## src/rtl/adder_pkg.sv

```systemverilog
// Shared types and constants for the nibble-serial adder.
// Holds the sequencer state encoding and the nibble width.
package adder_pkg;

    localparam int NIBBLE_W = 4;

    typedef enum logic [1:0] {
        IDLE = 2'd0,
        RUN  = 2'd1,
        DONE = 2'd2
    } seq_state_t;

endpackage

```

## src/rtl/ripple_carry_adder_4_bit.sv

```systemverilog
// Four-bit ripple carry adder built from a chain of full adders.
// Purely combinational; one instance is time-shared by the sequencer.
module ripple_carry_adder_4_bit (
    input  logic [3:0] a,
    input  logic [3:0] b,
    input  logic       carry_in,
    output logic [3:0] sum,
    output logic       carry_out
);

    logic [4:0] c;

    always_comb begin
        c[0] = carry_in;
        sum  = '0;
        for (int i = 0; i < 4; i++) begin
            sum[i]   = a[i] ^ b[i] ^ c[i];
            c[i + 1] = (a[i] & b[i]) | (c[i] & (a[i] ^ b[i]));
        end
        carry_out = c[4];
    end

endmodule

```

## src/rtl/adder_sequencer.sv

```systemverilog
// Wide adder that feeds one nibble per cycle through a single 4-bit
// ripple adder, carrying between nibbles through a register.
module adder_sequencer
    import adder_pkg::*;
#(
    parameter  int WIDTH   = 16,
    localparam int NIBBLES = WIDTH / NIBBLE_W,
    localparam int IDX_W   = (NIBBLES > 1) ? $clog2(NIBBLES) : 1
) (
    input  logic             clk,
    input  logic             reset,
    input  logic             in_valid,
    output logic             in_ready,
    input  logic [WIDTH-1:0] in_a,
    input  logic [WIDTH-1:0] in_b,
    input  logic             in_carry,
    output logic             out_valid,
    input  logic             out_ready,
    output logic [WIDTH-1:0] out_sum,
    output logic             out_carry,
    output logic             busy
);

    seq_state_t state, state_nxt;

    logic [WIDTH-1:0]    a_q;
    logic [WIDTH-1:0]    b_q;
    logic                carry_q;
    logic [IDX_W-1:0]    idx;
    logic [NIBBLE_W-1:0] nib_a;
    logic [NIBBLE_W-1:0] nib_b;
    logic [NIBBLE_W-1:0] nib_sum;
    logic                nib_co;
    logic                last;

    assign nib_a = a_q[NIBBLE_W*int'(idx) +: NIBBLE_W];
    assign nib_b = b_q[NIBBLE_W*int'(idx) +: NIBBLE_W];
    assign last  = (idx == IDX_W'(NIBBLES - 1));

    ripple_carry_adder_4_bit u_rca (
        .a         (nib_a),
        .b         (nib_b),
        .carry_in  (carry_q),
        .sum       (nib_sum),
        .carry_out (nib_co)
    );

    assign in_ready  = (state == IDLE);
    assign out_valid = (state == DONE);
    assign busy      = (state == RUN) || (state == DONE);

    always_comb begin
        state_nxt = state;
        case (state)
            IDLE: if (in_valid) state_nxt = RUN;
            RUN:  if (last) state_nxt = DONE;
            DONE: if (out_ready) state_nxt = IDLE;
            default: state_nxt = IDLE;
        endcase
    end

    always_ff @(posedge clk) begin
        if (reset) begin
            state     <= IDLE;
            a_q       <= '0;
            b_q       <= '0;
            carry_q   <= 1'b0;
            idx       <= '0;
            out_sum   <= '0;
            out_carry <= 1'b0;
        end else begin
            state <= state_nxt;
            case (state)
                IDLE: begin
                    if (in_valid) begin
                        a_q     <= in_a;
                        b_q     <= in_b;
                        carry_q <= in_carry;
                        idx     <= '0;
                        out_sum <= '0;
                    end
                end
                RUN: begin
                    out_sum[NIBBLE_W*int'(idx) +: NIBBLE_W] <= nib_sum;
                    carry_q <= nib_co;
                    // index holds on the final nibble so it never wraps
                    if (last) out_carry <= nib_co;
                    else      idx <= idx + 1'b1;
                end
                default: ;
            endcase
        end
    end

endmodule

```

## config.mk

```make
export PLATFORM = sky130hd
export DESIGN_NAME = adder_sequencer
export DESIGN_NICKNAME = d
export VERILOG_FILES = /design/src/rtl/adder_pkg.sv /design/src/rtl/ripple_carry_adder_4_bit.sv /design/src/rtl/adder_sequencer.sv
export SDC_FILE = /design/constraint.sdc
export NUM_CORES = 1
export LEC_CHECK = 0
export ABC_AREA = 1
export CELL_PAD_IN_SITES_DETAIL_PLACEMENT = 0
export CELL_PAD_IN_SITES_GLOBAL_PLACEMENT = 1
export CORE_ASPECT_RATIO = 0.7
export CORE_MARGIN = 1
export CORE_UTILIZATION = 32
export DETAILED_ROUTE_END_ITERATION = 6
export GPL_TIMING_DRIVEN = 0
export PLACE_DENSITY = 0.86
export SLEW_MARGIN = 20
export SYNTH_ARGS = -nofsm -noshare
export SYNTH_HDL_FRONTEND = slang
export SYNTH_HIERARCHICAL = 1
export SYNTH_SLANG_ARGS = --single-unit
```

## constraint.sdc

```tcl
create_clock -name clk -period 2.9 [get_ports clk]
set_input_delay 0.435 -clock clk [delete_from_list [all_inputs] [get_ports clk]]
set_output_delay 0.435 -clock clk [all_outputs]
set_load 0.1 [all_outputs]
```

Yosys cells after proc, flatten, opt, wreduce, memory -nomap -nowiden:

Index checks and enable logic that the tools add are counted.

* bits in registers: 54
* input bits: 37
* output and inout bits: 20
* word-level logic and storage cells: 60

* $add $sub $neg: 2
* equal/unequal tests: 7
* shift operators: 4
* multiplexer cells: 12
* bitwise logic cells: 20
* reductions and logical operators: 8

Operator list (number)
* $neg A4 Y33: 1
* $shift A4 B33 Y16 const A: 1
* $shiftx A4 B33 Y16: 1
* $pmux W16 S2: 1
* $shiftx A16 B5 Y4: 2
* $bwmux W16: 1
* $mux W16: 1
* $mux W2: 5
* $and A1 B1 Y1: 8
* $xor A1 B1 Y1: 8
* $ne A2 B2 Y1 const B: 3
* $pmux W2 S3: 1
* $reduce_and A2 Y1: 3
* $reduce_and A3 Y1: 2
* $eq A2 B2 Y1 const B: 2
* $or A1 B1 Y1: 4
* $pmux W2 S2: 1
* $add A2 B1 Y2 const B: 1
* $eq A2 B1 Y1 const B: 1
* $logic_not A2 Y1: 1
* $ne A2 B1 Y1 const B: 1
* $pmux W1 S2: 1
* $reduce_bool A2 Y1: 1
* $logic_or A1 B1 Y1: 1
* $mux W1: 1

Depth between registers and ports, before layout:

Gate-level depths: netlist (run 1).

* depth in word-level cells: 12
* gate-level depth with buffers: 16
* mapped depth without buffers: 15

Cells and area by module:

Netlist (run 1), hierarchy kept.

Modules (own cells, without submodules)
* adder_sequencer: instances 1, cells each 389, area each 2630.0 um2, sequential area each 1081.0 um2
* ripple_carry_adder_4_bit: instances 1, cells each 14, area each 117.6 um2, sequential area each 0.0 um2

Worst setup path before layout (run 1):

OpenSTA, ideal clock, no wires.

* kind: reg2reg
* start: reg idx[1]
* end: reg out_sum[15]
* setup time: 0.064 ns
* arrival time: 2.800 ns
* required time: 2.836 ns
* setup slack: 0.036 ns
* cell stages (with the launch flop): 17
* buffers on the path: 1
* period minus slack after synthesis: 2.864 ns
* path through: dfxtp_1 -> clkbuf_1 -> inv_1 -> o21ai_0 -> o22ai_1 -> fa_1 -> inv_1 -> fa_1 -> inv_1 -> fa_1 -> inv_1 -> fa_1 -> inv_1 -> nand3_1 -> nor2_1 -> nor2_1 -> nor2_1

* cells in the longest elaborated chain, start to end: 12
* elaborated cells on any way between the ends: 24
* those cells by class: add/sub: 1; shift: 4; mux: 2; bitwise: 17

Ends and longest elaborated chain
* start, declared: line adder_sequencer.sv:29 `logic [IDX_W-1:0] idx;`
* start signal, assigned: line adder_sequencer.sv:88 `else idx <= idx + 1'b1;`
* $shiftx A16 B5 Y4 (*): line adder_sequencer.sv:36 `assign nib_a = a_q[NIBBLE_W*int'(idx) +: NIBBLE_W];`
* via nib_a[0]: line adder_sequencer.sv:30 `logic [NIBBLE_W-1:0] nib_a;`
* $xor A1 B1 Y1: line ripple_carry_adder_4_bit.sv:18 `c[i + 1] = (a[i] & b[i]) | (c[i] & (a[i] ^ b[i]));`
* $and A1 B1 Y1: line ripple_carry_adder_4_bit.sv:18
* $or A1 B1 Y1 (*): line ripple_carry_adder_4_bit.sv:18
* $and A1 B1 Y1 (*): line ripple_carry_adder_4_bit.sv:18
* $or A1 B1 Y1 (*): line ripple_carry_adder_4_bit.sv:18
* $and A1 B1 Y1 (*): line ripple_carry_adder_4_bit.sv:18
* $or A1 B1 Y1 (*): line ripple_carry_adder_4_bit.sv:18
* $xor A1 B1 Y1 (*): line ripple_carry_adder_4_bit.sv:17 `sum[i] = a[i] ^ b[i] ^ c[i];`
* via nib_sum[3]: line adder_sequencer.sv:32 `logic [NIBBLE_W-1:0] nib_sum;`
* $shiftx A4 B33 Y16 (*): line adder_sequencer.sv:84 `out_sum[NIBBLE_W*int'(idx) +: NIBBLE_W] <= nib_sum;`
* $bwmux W16 (*): line adder_sequencer.sv:84
* $pmux W16 S2 (*): line adder_sequencer.sv:73 `case (state)`
* end signal, assigned by index: line adder_sequencer.sv:84
* end, declared: line adder_sequencer.sv:19 `output logic [WIDTH-1:0] out_sum,`

Mark *: on every way through the listed nets, which the timed path passes. The rest lies on a longest branch.
A chain may end at the register's enable or synchronous reset.

Final worst setup path (run 1):

* start: reg idx[0]
* end: reg out_sum[3]

* cells in the longest elaborated chain, start to end: 12
* elaborated cells on any way between the ends: 24
* those cells by class: add/sub: 1; shift: 4; mux: 2; bitwise: 17

Ends and longest elaborated chain
* $shiftx A16 B5 Y4 (*): line adder_sequencer.sv:37 `assign nib_b = b_q[NIBBLE_W*int'(idx) +: NIBBLE_W];`
* via nib_b[0]: line adder_sequencer.sv:31 `logic [NIBBLE_W-1:0] nib_b;`
* $xor A1 B1 Y1: line ripple_carry_adder_4_bit.sv:18
* $and A1 B1 Y1: line ripple_carry_adder_4_bit.sv:18
* $or A1 B1 Y1 (*): line ripple_carry_adder_4_bit.sv:18
* $and A1 B1 Y1 (*): line ripple_carry_adder_4_bit.sv:18
* $or A1 B1 Y1 (*): line ripple_carry_adder_4_bit.sv:18
* $and A1 B1 Y1 (*): line ripple_carry_adder_4_bit.sv:18
* $or A1 B1 Y1 (*): line ripple_carry_adder_4_bit.sv:18
* $xor A1 B1 Y1 (*): line ripple_carry_adder_4_bit.sv:17
* via nib_sum[3]: line adder_sequencer.sv:32
* $shiftx A4 B33 Y16 (*): line adder_sequencer.sv:84
* $bwmux W16 (*): line adder_sequencer.sv:84
* $pmux W16 S2 (*): line adder_sequencer.sv:73

Marked as above.

==> out/metrics.cfg, run 1 <==
[synth]
synthTopCellsByCount=nor2_1, nand2_1, dfxtp_1
synth_top_cell_by_area=dfxtp_1
synth-compound-area-share=0.115
synth-xor-area-share=0
yosysMostFrequentCell=nor2_1
synth_top_area_share=0.393
synth_area_leaders=dfxtp_1, nor2_1, o21ai_0, nand2_1, inv_1
syn-num-nets=453
synth_edf_count=0
ys_ff_latch=54
ys.flop_type=dfxtp_1
synthAdderAreaFrac=0.0701
async_flop_share=0
synth.area.mux_share=0
synth_top_family_by_area=simple AND/OR/NAND/NOR gates
syn_area_mm2=0.00275
postSynthCellCount=403
syn_area_per_cell_um2=6.82
yosys.area_share.simple=0.321
seq_area_frac_synth=0.393
yosysWarnings=6
ys_types=21

[cells_and_area]
stdcell_area_mm2=0.00394
fin_util=0.487
drive_gt1_frac=0.167
area_delta_synth_final_pct=43.2
fillers=790
diodes=0
num-nets-final=539

[die]
start_util=0.340
die_area_mm2=0.00897
core_area_mm2=0.00807
die_h_um=79.5
num_rows=27
die_width_um=113
ioPinCount=57

[cts]
cts_buffers=5
clkLatencyLatePin_ps=290
clock_path_buffers=2
postCtsHoldBufs=0
clock_sinks=54
clk_pin_slew_ps=70
htreeDepth=2
cts_tree=yes
clock-root-buffer=clkbuf_16

[routing]
vias=2692
drcViolationCount=0
drt_wl_total_um=7130
viasPerCell=4.55
drt_iter0_drc=117
wl_per_cell_um=12.1
drt_first_pass_iters=4
ant_nets=0

[timing]
finalCriticalPeriod_ps=2870
fmax_mhz=349
hold_violations=0
rsz0062_at_grt=yes
timing.final.crit_share=0.988
clock_skew_ps=5.11
tightest_slew_ps=974
slew_violations=0
worst_slack_ps=34.5
hold_slack_ps=483
relSlewSlack=0.349
finalSetupViolCount=0

[global_route]
grt_antenna_before_repair=0
grt_max_degree=19
grt_pass1_vias=2474
gr-usage-all-layers=0.163
gr-total-overflow=0
grt_pass1_wl_um=11400

[run_status]
outcome=finished, final reports clean

[power]
powerDensity_mw_per_mm2=1300
p_leak_nw=1.70
total_power_w=0.00513
ir_drop_mv=0.370

[setup_path]
r2r_setup_slack_ps=30
slowest_delay_ps=430
cp.required_ps=3130
r2r_cells=15
critPathKind=flip-flop to flip-flop
worstPathCellList=buf_4 -> o21ai_2 -> o22ai_2 -> fa_2 -> inv_2 -> fa_2 -> inv_2 -> fa_2 -> inv_2 -> fa_1 -> inv_2 -> nand3_1 -> nor2_1 -> nor2_1 -> nor2_1
crit_fanout=10
worstReg2RegEnd=out_sum[3]
setup.worst_path.end_class=flip-flop
slowest_stage=fa_1
worstPathArrival_ps=3100
critPathLaunchType=flip-flop
crit_top_cell=inv_2
reg2reg_from=idx[0]

[place]
portBuffers=56
dp_slack_ps=-460
routabilityCongestion=0.807
placed_cell_area_mm2=0.00343
place_hpwl_um=5020

[min_path]
hold_path_class=flip-flop to flip-flop
whs_endpoint=out_carry
worstHoldStart=out_carry
whs_path_depth=2

[job]
drv_cap=0

## flip-flops by register name, indices dropped and copies added, names as in the netlist
signal	count
a_q	16
b_q	16
out_sum	16
idx	2
state	2
carry_q	1
out_carry	1
## where the power goes
group          leakage, nW  switching [W]  internal [W]
sequential           0.447       0.000157      0.000989
combinational         1.19        0.00224       0.00113
clock               0.0704       0.000288      0.000325
## kinds of logic after synthesis
family	Yosys count
simple gates	214
compound gates	61
buf+inv	61
flops	54
fa+ha+maj	13
## worst max path at each step
stage	from	slack (ps)	endpoint	cells past startpoint
after floorplan	idx[1]	40	out_sum[15]	16
after global placement	idx[1]	-390	out_sum[15]	16
after detailed placement	idx[1]	-460	out_sum[7]	16
after CTS	idx[1]	8	out_sum[7]	16
after global routing	idx[0]	-130	out_sum[7]	15
final	idx[0]	30	out_sum[3]	15
## per-layer routing
| metal | wire length, µm | GRT usage | up-vias | share of wire |
|---|---|---|---|---|
| met1 | 3780 | 0.224 | 1209 | 0.53 |
| li1 | - | - | 1426 | - |
| met5 | 0 | 0 | - | 0 |
| met4 | 65 | 0.0467 | 0 | 0.0091 |
| met3 | 263 | 0.0349 | 8 | 0.037 |
| met2 | 3020 | 0.255 | 49 | 0.42 |
## critical path, delay by kind of cell (launching register included)
family,cells,cell delay [ps]
adder cells (fa/ha/maj),4,1350
AND/OR/NAND/NOR,4,330
AO/OA/AOI/OAI,2,240
buffers and inverters,5,490
flip-flops,1,380
## through the flow
stage / setup TNS [ps] / instances
final: 0 / 591
after global routing: -466 / 591
after floorplan: 0 / 403
after CTS: 0 / 584
after global placement: -1510 / 560
after detailed placement: -1910 / 560
## final cells by class
type,instances,area (µm²),area share
Buffer,16,124,0.0315
Clock buffer,5,125,0.0318
Clock inverter,3,25.0,0.00636
Inverter,44,176,0.0448
Multi-Input combinational cell,288,1510,0.384
Sequential cell,54,1090,0.277
Tap cell,101,126,0.0321
Timing Repair Buffer,80,758,0.193
## layout by cell type (no fill, tap or decap), types with 2 or more instances in the layout
master,Yosys,routed
a21oi_1,4,4
buf_2,4,2
buf_4,2,26
buf_6,3,3
clkbuf_1,7,6
clkbuf_16,0,6
clkdlybuf4s50_1,0,56
clkinvlp_4,0,2
dfxtp_1,54,52
dfxtp_4,0,2
fa_2,0,3
ha_1,9,8
inv_1,42,35
inv_2,2,7
nand2_1,57,55
nand2_2,1,3
nand2_4,5,5
nand3_1,14,12
nand3_2,1,2
nor2_1,135,128
nor2_2,0,5
nor2_4,0,2
o21ai_0,48,45
o21ai_2,0,2
o21ai_4,0,2
o22ai_1,8,6
## timing repair
action,in CTS,in global routing
endpoints found under the hold margin,0,0
endpoints found under the setup margin,9,15
cloned,0,1
buffers inserted,16,7
resized for setup,18,35
pin swaps,2,13
No activity file was read; power rests on OpenSTA's default activity.
==> run 2: changes to the inputs <==
--- a/config.mk
+++ b/config.mk
@@ -14,7 +14,7 @@
 export DETAILED_ROUTE_END_ITERATION = 6
 export GPL_TIMING_DRIVEN = 0
 export PLACE_DENSITY = 0.86
-export SLEW_MARGIN = 20
+export SLEW_MARGIN = 5
 export SYNTH_ARGS = -nofsm -noshare
 export SYNTH_HDL_FRONTEND = slang
 export SYNTH_HIERARCHICAL = 1
==> results of run 2 <==
Same layout as run 1: the final DEF is identical, and so are final timing and power.
==> run 3: changes to the inputs <==
--- a/config.mk
+++ b/config.mk
@@ -6,6 +6,7 @@
 export NUM_CORES = 1
 export LEC_CHECK = 0
 export ABC_AREA = 1
+export CAP_MARGIN = 5
 export CELL_PAD_IN_SITES_DETAIL_PLACEMENT = 0
 export CELL_PAD_IN_SITES_GLOBAL_PLACEMENT = 1
 export CORE_ASPECT_RATIO = 0.7
==> results of run 3 <==
Same layout as run 1: the final DEF is identical, and so are final timing and power.
